<file path="src/rtl/poly_audio_pkg.sv">
// Shared constants, LFSR definition and per-voice state type for the poly audio engine.
// The noise variant of voice 0 is enabled by defining POLY_AUDIO_NOISE_EN.
package poly_audio_pkg;

  localparam int DEF_NUM_VOICES = 4;
  localparam int DEF_DIV_W      = 16;
  localparam int DEF_VOL_W      = 3;

  // Voice state is held at the widest supported sizes; instances zero-extend into it.
  localparam int VS_DIV_W = 32;
  localparam int VS_VOL_W = 8;

  // Right-shifting Galois form of x^16+x^14+x^13+x^11+1
  localparam logic [15:0] LFSR_TAPS = 16'hB400;
  localparam logic [15:0] LFSR_SEED = 16'hACE1;

  typedef struct packed {
    logic [VS_DIV_W-1:0] period;
    logic [VS_VOL_W-1:0] vol;
    logic [VS_DIV_W-1:0] pend_period;
    logic [VS_VOL_W-1:0] pend_vol;
    logic                pending;
    logic [VS_DIV_W-1:0] counter;
    logic                square;
  } voice_state_t;

  function automatic logic [15:0] lfsr_step(input logic [15:0] s);
    return {1'b0, s[15:1]} ^ (s[0] ? LFSR_TAPS : 16'h0000);
  endfunction

endpackage

</file>
<file path="src/rtl/audio_voice.sv">
// One square-wave voice: half-period divider, glitch-free pending update, gated volume output.
// With POLY_AUDIO_NOISE_EN defined, the NOISE instance gates its volume by an LFSR instead.
module audio_voice
  import poly_audio_pkg::*;
#(
  parameter int DIV_W = DEF_DIV_W,
  parameter int VOL_W = DEF_VOL_W
`ifdef POLY_AUDIO_NOISE_EN
  , parameter bit NOISE = 1'b0
`endif
) (
  input  logic             clk,
  input  logic             rst_n,
  input  logic             wr_en,
  input  logic [DIV_W-1:0] wr_period,
  input  logic [VOL_W-1:0] wr_vol,
  output logic [VOL_W-1:0] contrib
);

  voice_state_t st;
  voice_state_t st_next;
  logic         idle;
  logic         wrap;
  logic         apply;
  logic         gate;

  always_comb begin
    idle    = (st.period == '0);
    wrap    = !idle && (st.counter == st.period - VS_DIV_W'(1));
    apply   = st.pending && (idle || wrap);
    st_next = st;

    if (idle) begin
      st_next.counter = '0;
      st_next.square  = 1'b0;
    end else if (wrap) begin
      st_next.counter = '0;
      st_next.square  = ~st.square;
    end else begin
      st_next.counter = st.counter + VS_DIV_W'(1);
    end

    if (apply) begin
      st_next.period  = st.pend_period;
      st_next.vol     = st.pend_vol;
      st_next.pending = 1'b0;
      if (st.pend_period == '0) st_next.square = 1'b0;
    end

    // A write landing on the apply edge stays pending for the next wrap.
    if (wr_en) begin
      st_next.pend_period = VS_DIV_W'(wr_period);
      st_next.pend_vol    = VS_VOL_W'(wr_vol);
      st_next.pending     = 1'b1;
    end
  end

  always_ff @(posedge clk or negedge rst_n) begin
    if (!rst_n) st <= '0;
    else        st <= st_next;
  end

`ifdef POLY_AUDIO_NOISE_EN
  if (NOISE) begin : g_noise
    logic [15:0] lfsr;
    always_ff @(posedge clk or negedge rst_n) begin
      if (!rst_n)    lfsr <= LFSR_SEED;
      else if (wrap) lfsr <= lfsr_step(lfsr);
    end
    assign gate = !idle && lfsr[0];
  end else begin : g_square
    assign gate = st.square;
  end
`else
  assign gate = st.square;
`endif

  assign contrib = VOL_W'(gate ? st.vol : '0);

endmodule

</file>
<file path="src/rtl/poly_audio_engine.sv">
// Polyphonic square-wave engine: config handshake, NUM_VOICES voices, mixer and 1st-order PDM.
// Define POLY_AUDIO_NOISE_EN to turn voice 0 into an LFSR noise voice.
module poly_audio_engine
  import poly_audio_pkg::*;
#(
  parameter  int NUM_VOICES = DEF_NUM_VOICES,
  parameter  int DIV_W      = DEF_DIV_W,
  parameter  int VOL_W      = DEF_VOL_W,
  localparam int VOICE_W    = (NUM_VOICES > 1) ? $clog2(NUM_VOICES) : 1,
  localparam int SUM_W      = VOL_W + $clog2(NUM_VOICES)
) (
  input  logic               clk,
  input  logic               rst_n,
  input  logic               cfg_valid,
  output logic               cfg_ready,
  input  logic [VOICE_W-1:0] cfg_voice,
  input  logic [DIV_W-1:0]   cfg_period,
  input  logic [VOL_W-1:0]   cfg_vol,
  output logic               audio,
  output logic [SUM_W-1:0]   mix_level
);

  logic             ready_q;
  logic             accept;
  logic [VOL_W-1:0] contrib [NUM_VOICES];
  logic [SUM_W-1:0] mix_sum;
  logic [SUM_W-1:0] acc;
  logic [SUM_W:0]   acc_sum;

  assign cfg_ready = ready_q;
  assign accept    = cfg_valid && ready_q;

  // Ready drops for the single commit cycle after each accepted write.
  always_ff @(posedge clk or negedge rst_n) begin
    if (!rst_n) ready_q <= 1'b0;
    else        ready_q <= !accept;
  end

  for (genvar i = 0; i < NUM_VOICES; i++) begin : g_voice
    audio_voice #(
      .DIV_W(DIV_W),
      .VOL_W(VOL_W)
`ifdef POLY_AUDIO_NOISE_EN
      , .NOISE(i == 0)
`endif
    ) u_voice (
      .clk       (clk),
      .rst_n     (rst_n),
      .wr_en     (accept && (cfg_voice == VOICE_W'(i))),
      .wr_period (cfg_period),
      .wr_vol    (cfg_vol),
      .contrib   (contrib[i])
    );
  end

  // SUM_W has room for NUM_VOICES full-scale volumes, so the sum cannot wrap.
  always_comb begin
    mix_sum = '0;
    for (int i = 0; i < NUM_VOICES; i++) mix_sum = mix_sum + SUM_W'(contrib[i]);
  end

  assign acc_sum = {1'b0, acc} + {1'b0, mix_level};

  always_ff @(posedge clk or negedge rst_n) begin
    if (!rst_n) begin
      mix_level <= '0;
      acc       <= '0;
      audio     <= 1'b0;
    end else begin
      mix_level <= mix_sum;
      acc       <= acc_sum[SUM_W-1:0];
      audio     <= acc_sum[SUM_W];
    end
  end

endmodule

</file>
<file path="config.mk">
export PLATFORM = sky130hd
export DESIGN_NAME = poly_audio_engine
export DESIGN_NICKNAME = d
export VERILOG_FILES = /design/src/rtl/poly_audio_pkg.sv /design/src/rtl/audio_voice.sv /design/src/rtl/poly_audio_engine.sv
export SDC_FILE = /design/constraint.sdc
export NUM_CORES = 1
export LEC_CHECK = 0
export ABC_AREA = 1
export BUFFER_PORTS_ARGS = -buffer_cell sky130_fd_sc_hd__buf_4
export CORE_MARGIN = 4
export CORE_UTILIZATION = 51
export DETAILED_ROUTE_END_ITERATION = 10
export PLACE_DENSITY = 0.77
export SLEW_MARGIN = 20
export SYNTH_ARGS = -nofsm -noshare
export SYNTH_HDL_FRONTEND = slang
export SYNTH_HIERARCHICAL = 1
export SYNTH_SLANG_ARGS = --single-unit
</file>
<file path="constraint.sdc">
create_clock -name clk -period 4.07 [get_ports clk]
set_clock_uncertainty 0.05 [all_clocks]
set_input_delay 0.407 -clock clk [delete_from_list [all_inputs] [get_ports clk]]
set_output_delay 0.407 -clock clk [all_outputs]
set_load 0.01 [all_outputs]
</file>
==> results of run 1 <==
[area by class of cell]
type,instances,area share
multi-input cells,1749,0.452
flip-flops and latches,300,0.388
clock buffers,52,0.0564
inverters,268,0.0520
well taps,448,0.0290
repair buffers,39,0.0169
clock inverters,10,0.00575
[stage by stage]
step                setup slack, ps   util  instance area, sq um  total power, mW  hold slack, ps
CTS                            1310  0.574                 19300             8.30            71.4
global route                   1050  0.574                 19400             8.71            84.8
finish                         1290  0.574                 19400             8.23            97.9
detailed placement             1340  0.538                 18100             5.04             411
global placement               1440  0.538                 18100             4.96             404
floorplan                      1630      -                 17500             4.61            61.4
[per-layer routing]
metal  part of all wire  up-vias  global-route usage
li1                   -     7455                   -
met1               0.45     6996               0.303
met2               0.46      339               0.367
met3              0.046      101              0.0360
met4              0.038        0              0.0886
met5                  0        -                   0
[cell families after synthesis]
logic type	after synthesis
AOI/OAI and AO/OA	82
xor gates and xnor gates	141
adders and majority gates	24
buffers and inverters	315
and+or+nand+nor	1502
DFF	300
[worst max-delay path: stages, from the launching register on]
cell,delay (ps)
dfrtp_1,390
inv_1,130
ha_1,280
nand2_1,150
o21ai_0,300
nand2_1,80
nand2_1,60
nand4_1,80
nor2_1,210
nand3_2,150
nand2_4,340
nand2_4,230
nand2_1,120
nand2_1,60
[power by group through the flow]
| stage | Sequential [mW] | Combinational [mW] | Clock, mW |
|---|---|---|---|
| 6_report | 3.60 | 1.40 | 3.22 |
| 5_1_grt | 3.65 | 1.63 | 3.44 |
| 4_1_cts | 3.59 | 1.40 | 3.30 |
| 3_5_place_dp | 3.64 | 1.39 | 0 |
| 3_3_place_gp | 3.63 | 1.33 | 0 |
| 2_1_floorplan | 3.53 | 1.08 | 0 |
[worst max path at each step]
stage               cells after the start                               endpoint                                  start  slack [ps]
floorplan                               9                 mix_level[3]$_DFF_PN0_      g_voice[3].u_voice/gate$_DFF_PN0_        1630
global placement                       13      g_voice[0].u_voice/gate$_DFF_PN0_  g_voice[0].u_voice/st[82]$_DFFE_PN0P_        1440
detailed placement                     13  g_voice[0].u_voice/st[97]$_DFFE_PN0P_  g_voice[0].u_voice/st[82]$_DFFE_PN0P_        1340
CTS                                    13  g_voice[0].u_voice/st[97]$_DFFE_PN0P_  g_voice[0].u_voice/st[82]$_DFFE_PN0P_        1310
global route                           13  g_voice[0].u_voice/st[97]$_DFFE_PN0P_  g_voice[0].u_voice/st[82]$_DFFE_PN0P_        1050
finish                                 13  g_voice[0].u_voice/st[94]$_DFFE_PN0P_  g_voice[0].u_voice/st[82]$_DFFE_PN0P_        1290
[layout by cell type (no fill, tap or decap), drive strengths merged]
cell,instances
a21o,3
a21oi,15
a31oi,3
and2,3
and3,1
buf,38
bufinv,2
clkbuf,52
clkinv,7
dfrtp,300
dlygate4sd3,1
fa,7
ha,17
inv,269
nand2,767
nand3,217
nand3b,14
nand4,47
nor2,388
nor2b,3
nor3,44
nor3b,4
nor4,10
o21ai,59
o21bai,1
o31ai,1
or2,4
xnor2,42
xnor3,3
xor2,96
[flip-flops by register name, summed over array words and instances, names as in the netlist]
| signal | cells |
|---|---|
| acc | 5 |
| audio | 1 |
| cfg_ready | 1 |
| g_voice.u_voice/gate | 4 |
| g_voice.u_voice/st | 284 |
| mix_level | 5 |
[timing repair]
| action | in CTS | in global routing |
|---|---|---|
| gates resized for setup | 0 | 0 |
| endpoints found under the hold margin | 112 | 0 |
| hold buffers | 1 | 0 |
==> results.py, run 1 <==
metrics = {
    "outcome": {
        "status": "completed",
    },
    "finish": {
        "antenna_cells": 0,
        "multiInputGateArea_sq_um": 8750,
        "register_area_sq_um": 7510,
        "instances_no_fill": 2866,
        "fillCellCount": 3092,
        "drive_above_1_share": 0.0902,
        "layout.nets": 2441,
        "area_growth_pct": 10.4,
    },
    "drt": {
        "wire_per_inst_um": 14.5,
        "num_vias": 14900,
        "drt-total-wl_um": 41600,
        "drt_iter0_markers": 1048,
        "post_drt_via_cell_ratio": 5.20,
        "first_pass_iters": 5,
        "antenna_left": 0,
        "drc_errors": 0,
    },
    "sta": {
        "rsz0062_at_grt": "false",
        "hold_viol": 0,
        "setup-violations-final": 0,
        "tightest_slew_ps": 1070,
        "slew_viol_final": 0,
        "layout_min_cycle_time_ps": 2780,
        "fmax_ghz": 0.360,
        "slew_headroom": 0.284,
        "finalCritPeriodShare": 0.683,
        "setup_tns_ps": 0,
    },
    "critical_path": {
        "rr_worst_depth": 13,
        "r2r-end": "g_voice[0].u_voice/st[94]$_DFFE_PN0P_",
        "cp.arrival_ps": 3140,
        "cp.required_ps": 4430,
        "path_class": "reg2reg",
        "timing.rr.start": "g_voice[0].u_voice/st[82]$_DFFE_PN0P_",
        "reg2reg_slack_ps": 1290,
        "crit_path_max_fanout": 37,
        "end_kind": "flip-flop",
        "startpoint_type": "flip-flop",
    },
    "logic_synthesis": {
        "netlist_area_sq_um": 17500,
        "synthArstFlopShare": 1.00,
        "synth.area.top_cells": "dfrtp_1 43%, nand2_1 16%, nor2_1 7.0%",
        "synth_compound_area_frac": 0.0243,
        "synth_warnings": 6,
        "yosys.area.top_type": "dfrtp_1",
        "synth_top_area_frac": 0.428,
        "syn_inst": 2364,
        "ys_ff_latch": 300,
        "synthXorXnorAreaFrac": 0.0728,
        "ys_top_cells_by_count": "734 x nand2_1, 325 x nor2_1, 300 x dfrtp_1",
        "synthMuxAreaShare": 0,
        "synth_cell_types": 40,
        "synth-simple-area-share": 0.380,
        "synth_most_common_cell": "nand2_1",
        "syn_avg_cell_area_sq_um": 7.42,
        "synth_edf_count": 0,
        "synth_adder_area_share": 0.0201,
        "syn_nets": 2412,
        "synth-seq-area-share": 0.428,
        "synth_flop_cell": "dfrtp_1",
        "synth_top_family_by_area": "simple AND/OR/NAND/NOR gates",
    },
    "clock_tree": {
        "clk_path_buf_depth": 3,
        "root_buffer": "clkbuf_16",
        "htree_num_levels": 2,
        "cts_tree": "built",
        "clkSinkCount": 300,
        "post_cts_buffers": 0,
        "cts_buffers": 35,
        "clkTransAtPathRegs_ps": 60,
        "clk_latency_ps": 540,
    },
    "hold_path": {
        "holdCritPathClass": "in2reg",
        "min_path_cells": 3,
        "min_from": "cfg_period[15]",
        "worstHoldEndpoint": "g_voice[3].u_voice/st[57]$_DFFE_PN0P_",
    },
    "power_and_ir_drop": {
        "irDropWorstVdd_v": 0.000321,
        "sw_frac_of_total": 0.301,
        "power_leakage_nw": 9.48,
        "switchingPower_mw": 2.48,
        "power_frac_comb": 0.171,
        "powerDensity_nw_per_um2": 425,
        "clkPwrFrac": 0.392,
        "intPower_mw": 5.75,
        "seqPwrFrac": 0.438,
    },
    "global_routing": {
        "grt_pass1_wl_um": 71100,
        "grt_overflow": 0,
        "grt_max_degree": 117,
        "antenna_found_initial": 0,
        "grt_usage": 0.225,
        "grt_pass1_vias": 14500,
    },
    "floorplan": {
        "fp.dieW_um": 193,
        "start_util": 0.520,
        "die_h_um": 193,
        "pin_count": 31,
        "rows": 67,
        "dieArea_sq_um": 37400,
        "core_area_sq_um": 33700,
    },
    "placed_design": {
        "gp_congestion": 0.931,
        "dp_hpwl_um": 30500,
        "placedCellCount": 2803,
        "numPortBuffers": 30,
    },
    "job": {
        "cap_viol_max_count": 0,
    },
}
Note: power is estimated with default switching activity, not from simulation.
==> run 2, diff against run 1 <==
--- a/config.mk
+++ b/config.mk
@@ -10,7 +10,7 @@
 export CORE_MARGIN = 4
 export CORE_UTILIZATION = 51
 export DETAILED_ROUTE_END_ITERATION = 10
-export PLACE_DENSITY = 0.77
+export PLACE_DENSITY = 0.79
 export SLEW_MARGIN = 20
 export SYNTH_ARGS = -nofsm -noshare
 export SYNTH_HDL_FRONTEND = slang
==> constraint.sdc (replaced) <==
create_clock -name clk -period 2.4 [get_ports clk]
set_clock_uncertainty 0.05 [all_clocks]
set_input_delay 0.24 -clock clk [delete_from_list [all_inputs] [get_ports clk]]
set_output_delay 0.24 -clock clk [all_outputs]
set_load 0.01 [all_outputs]
==> run 2 against run 1 <==
  * The run now ends with negative setup slack left
  * Non-clock buffer count up 88
  * Critical path depth down 4
  * First-iteration DRC count increased by 22%
  * Sequential power up 71%
  * Maximum frequency up 11%
  * Die area stayed put
  * Critical endpoint is now mix_level[3]$_DFF_PN0_
  * Highest routed layer unchanged
==> results.py, run 2 (synthesis results as in run 1) <==
metrics = {
    "sta": {
        "slew_viol_final": 0,
        "fmax_ghz": 0.399,
        "fin_ws_ps": -104,
        "layout_min_cycle_time_ps": 2500,
        "hold_viol": 0,
        "tightest_slew_ps": 1180,
        "setup-violations-final": 11,
        "finalCritPeriodShare": 1.04,
        "slew_headroom": 0.210,
        "rsz0062_at_grt": "true",
    },
    "critical_path": {
        "cp.required_ps": 2740,
        "timing.rr.start": "g_voice[1].u_voice/gate$_DFF_PN0_",
        "crit_path_max_fanout": 2,
        "cp.arrival_ps": 2840,
        "crit_start": "g_voice[1].u_voice/gate$_DFF_PN0_",
        "end_kind": "flip-flop",
        "path_class": "reg2reg",
        "r2r-end": "mix_level[3]$_DFF_PN0_",
        "startpoint_type": "flip-flop",
        "rr_worst_depth": 9,
        "reg2reg_slack_ps": -100,
    },
    "clock_tree": {
        "clk_latency_ps": 530,
        "cts_buffers": 35,
        "htree_num_levels": 2,
        "clkTransAtPathRegs_ps": 60,
        "clkSinkCount": 300,
        "clk_path_buf_depth": 3,
        "root_buffer": "clkbuf_16",
        "cts_tree": "built",
    },
    "drt": {
        "drt_iter0_markers": 1280,
        "antenna_left": 0,
        "first_pass_iters": 7,
        "drc_errors": 0,
        "post_drt_via_cell_ratio": 5.36,
        "num_vias": 15900,
        "drt-total-wl_um": 46600,
        "wire_per_inst_um": 15.7,
    },
    "placed_design": {
        "numPortBuffers": 30,
        "place_ws_ps": -49.4,
        "placedCellCount": 2836,
        "dp_hpwl_um": 31300,
        "gp_congestion": 0.938,
        "dpl_cell_area_sq_um": 18500,
    },
    "finish": {
        "instances_no_fill": 2960,
        "top_register": "g_voice.u_voice/st",
        "area_growth_pct": 19.7,
        "layout.nets": 2536,
        "top_regs": "g_voice.u_voice/st x284, acc x5, mix_level x5",
        "final_common_cell": "nand2_1",
        "antenna_cells": 0,
        "fin_area_sq_um": 21000,
        "largest_register_ffs": 284,
        "layout_common_cells": "706 x nand2_1, 298 x nor2_1, 296 x dfrtp_1, 258 x inv_1, 167 x nand3_1",
        "drive_above_1_share": 0.166,
    },
    "floorplan": {
        "die_h_um": 193,
        "dieArea_sq_um": 37400,
        "pin_count": 31,
        "start_util": 0.520,
        "rows": 67,
        "core_area_sq_um": 33700,
        "fp.dieW_um": 193,
    },
    "global_routing": {
        "grt_usage": 0.232,
        "grt_pass1_wl_um": 73900,
        "antenna_found_initial": 0,
        "grt_max_degree": 76,
        "grt_overflow": 0,
        "grt_pass1_vias": 15400,
    },
    "job": {
        "cap_viol_max_count": 0,
    },
    "power_and_ir_drop": {
        "sw_frac_of_total": 0.311,
        "clkPwrFrac": 0.373,
        "irDropWorstVdd_v": 0.000556,
        "power_leakage_nw": 9.97,
        "power_frac_comb": 0.203,
        "powerDensity_nw_per_um2": 690,
        "switchingPower_mw": 4.51,
        "seqPwrFrac": 0.424,
        "intPower_mw": 9.98,
    },
    "hold_path": {
        "worstHoldEndpoint": "g_voice[3].u_voice/st[44]$_DFFE_PN0P_",
        "min_path_cells": 3,
        "holdCritPathClass": "in2reg",
        "min_from": "cfg_period[2]",
    },
    "outcome": {
        "violations": "negative setup slack",
        "status": "complete, but fails checks",
    },
}
==> run 2: cell types whose count changed in the layout (fill, tap and decap cells not counted), moves of 12 or more <==
| cell | delta |
|---|---|
| buf_4 | +48 |
| nand3_1 | -44 |
| nand3_2 | +39 |
| nand2_1 | -28 |
| nor2_1 | -27 |
| nand2_2 | +23 |
| nor2_2 | +22 |
| dlygate4sd3_1 | +19 |
| nand2_8 | +12 |
==> run 2: metal layers <==
layer | up-vias | GRT usage | part of all wire
li1 | 7636 | - | -
met2 | 520 | 0.389 | 0.48
met3 | 125 | 0.0388 | 0.062
met4 | 0 | 0.0813 | 0.036
met5 | - | 0 | 0
met1 | 7574 | 0.307 | 0.42
==> run 2: what timing repair did <==
item / 4_1_cts / 5_1_grt
gates resized for setup: 5 / 160
hold buffers: 20 / 0
cloned: 0 / 15
endpoints found under the setup margin: 11 / 155
pin swaps: 5 / 77
setup buffers: 3 / 25
endpoints found under the hold margin: 117 / 0
==> run 2: worst max-delay path by stage <==
| stage | to | slack, ps | cells after the start |
|---|---|---|---|
| after floorplan | mix_level[3]$_DFF_PN0_ | 40 | 9 |
| after global placement | mix_level[3]$_DFF_PN0_ | -30 | 9 |
| after detailed placement | mix_level[3]$_DFF_PN0_ | -50 | 9 |
| after global routing | mix_level[3]$_DFF_PN0_ | -160 | 9 |
| after CTS | mix_level[3]$_DFF_PN0_ | -100 | 9 |
| final | mix_level[3]$_DFF_PN0_ | -100 | 9 |
==> run 2: layout make-up <==
cell class	count	area, sq um
clock buffer	49	1010
clock inverter	12	169
fill	2759	12700
inverter	268	1010
multi-input combinational	1756	9460
sequential	300	7510
tap	448	561
timing repair buffer	127	1280
==> run 2: power by group through the flow <==
stage | logic [mW] | clock network, mW | registers, mW
after floorplan | 1.84 | 0 | 5.99
final | 2.94 | 5.40 | 6.15
after detailed placement | 2.44 | 0 | 6.14
after global placement | 2.33 | 0 | 6.11
after CTS | 2.48 | 5.52 | 6.05
after global routing | 3.32 | 5.75 | 6.21
==> run 2: worst max-delay path, stage by stage (launching register included) <==
cell     delay, ps
dfrtp_1        370
nand2_1         80
inv_2           60
inv_2           30
fa_1           540
inv_1           50
fa_1           430
ha_2           200
fa_2           360
xor2_2         180
==> run 2: stage by stage <==
stage / TNS, ps / power [mW] / util / hold WS [ps]
after global routing: -6070 / 15.3 / 0.623 / -4.92
final: -395 / 14.5 / 0.623 / 24.6
after global placement: -43.3 / 8.44 / 0.548 / 156
after floorplan: 0 / 7.83 / - / -106
after detailed placement: -83.7 / 8.58 / 0.548 / 159
after CTS: -117 / 14.1 / 0.590 / 2.03
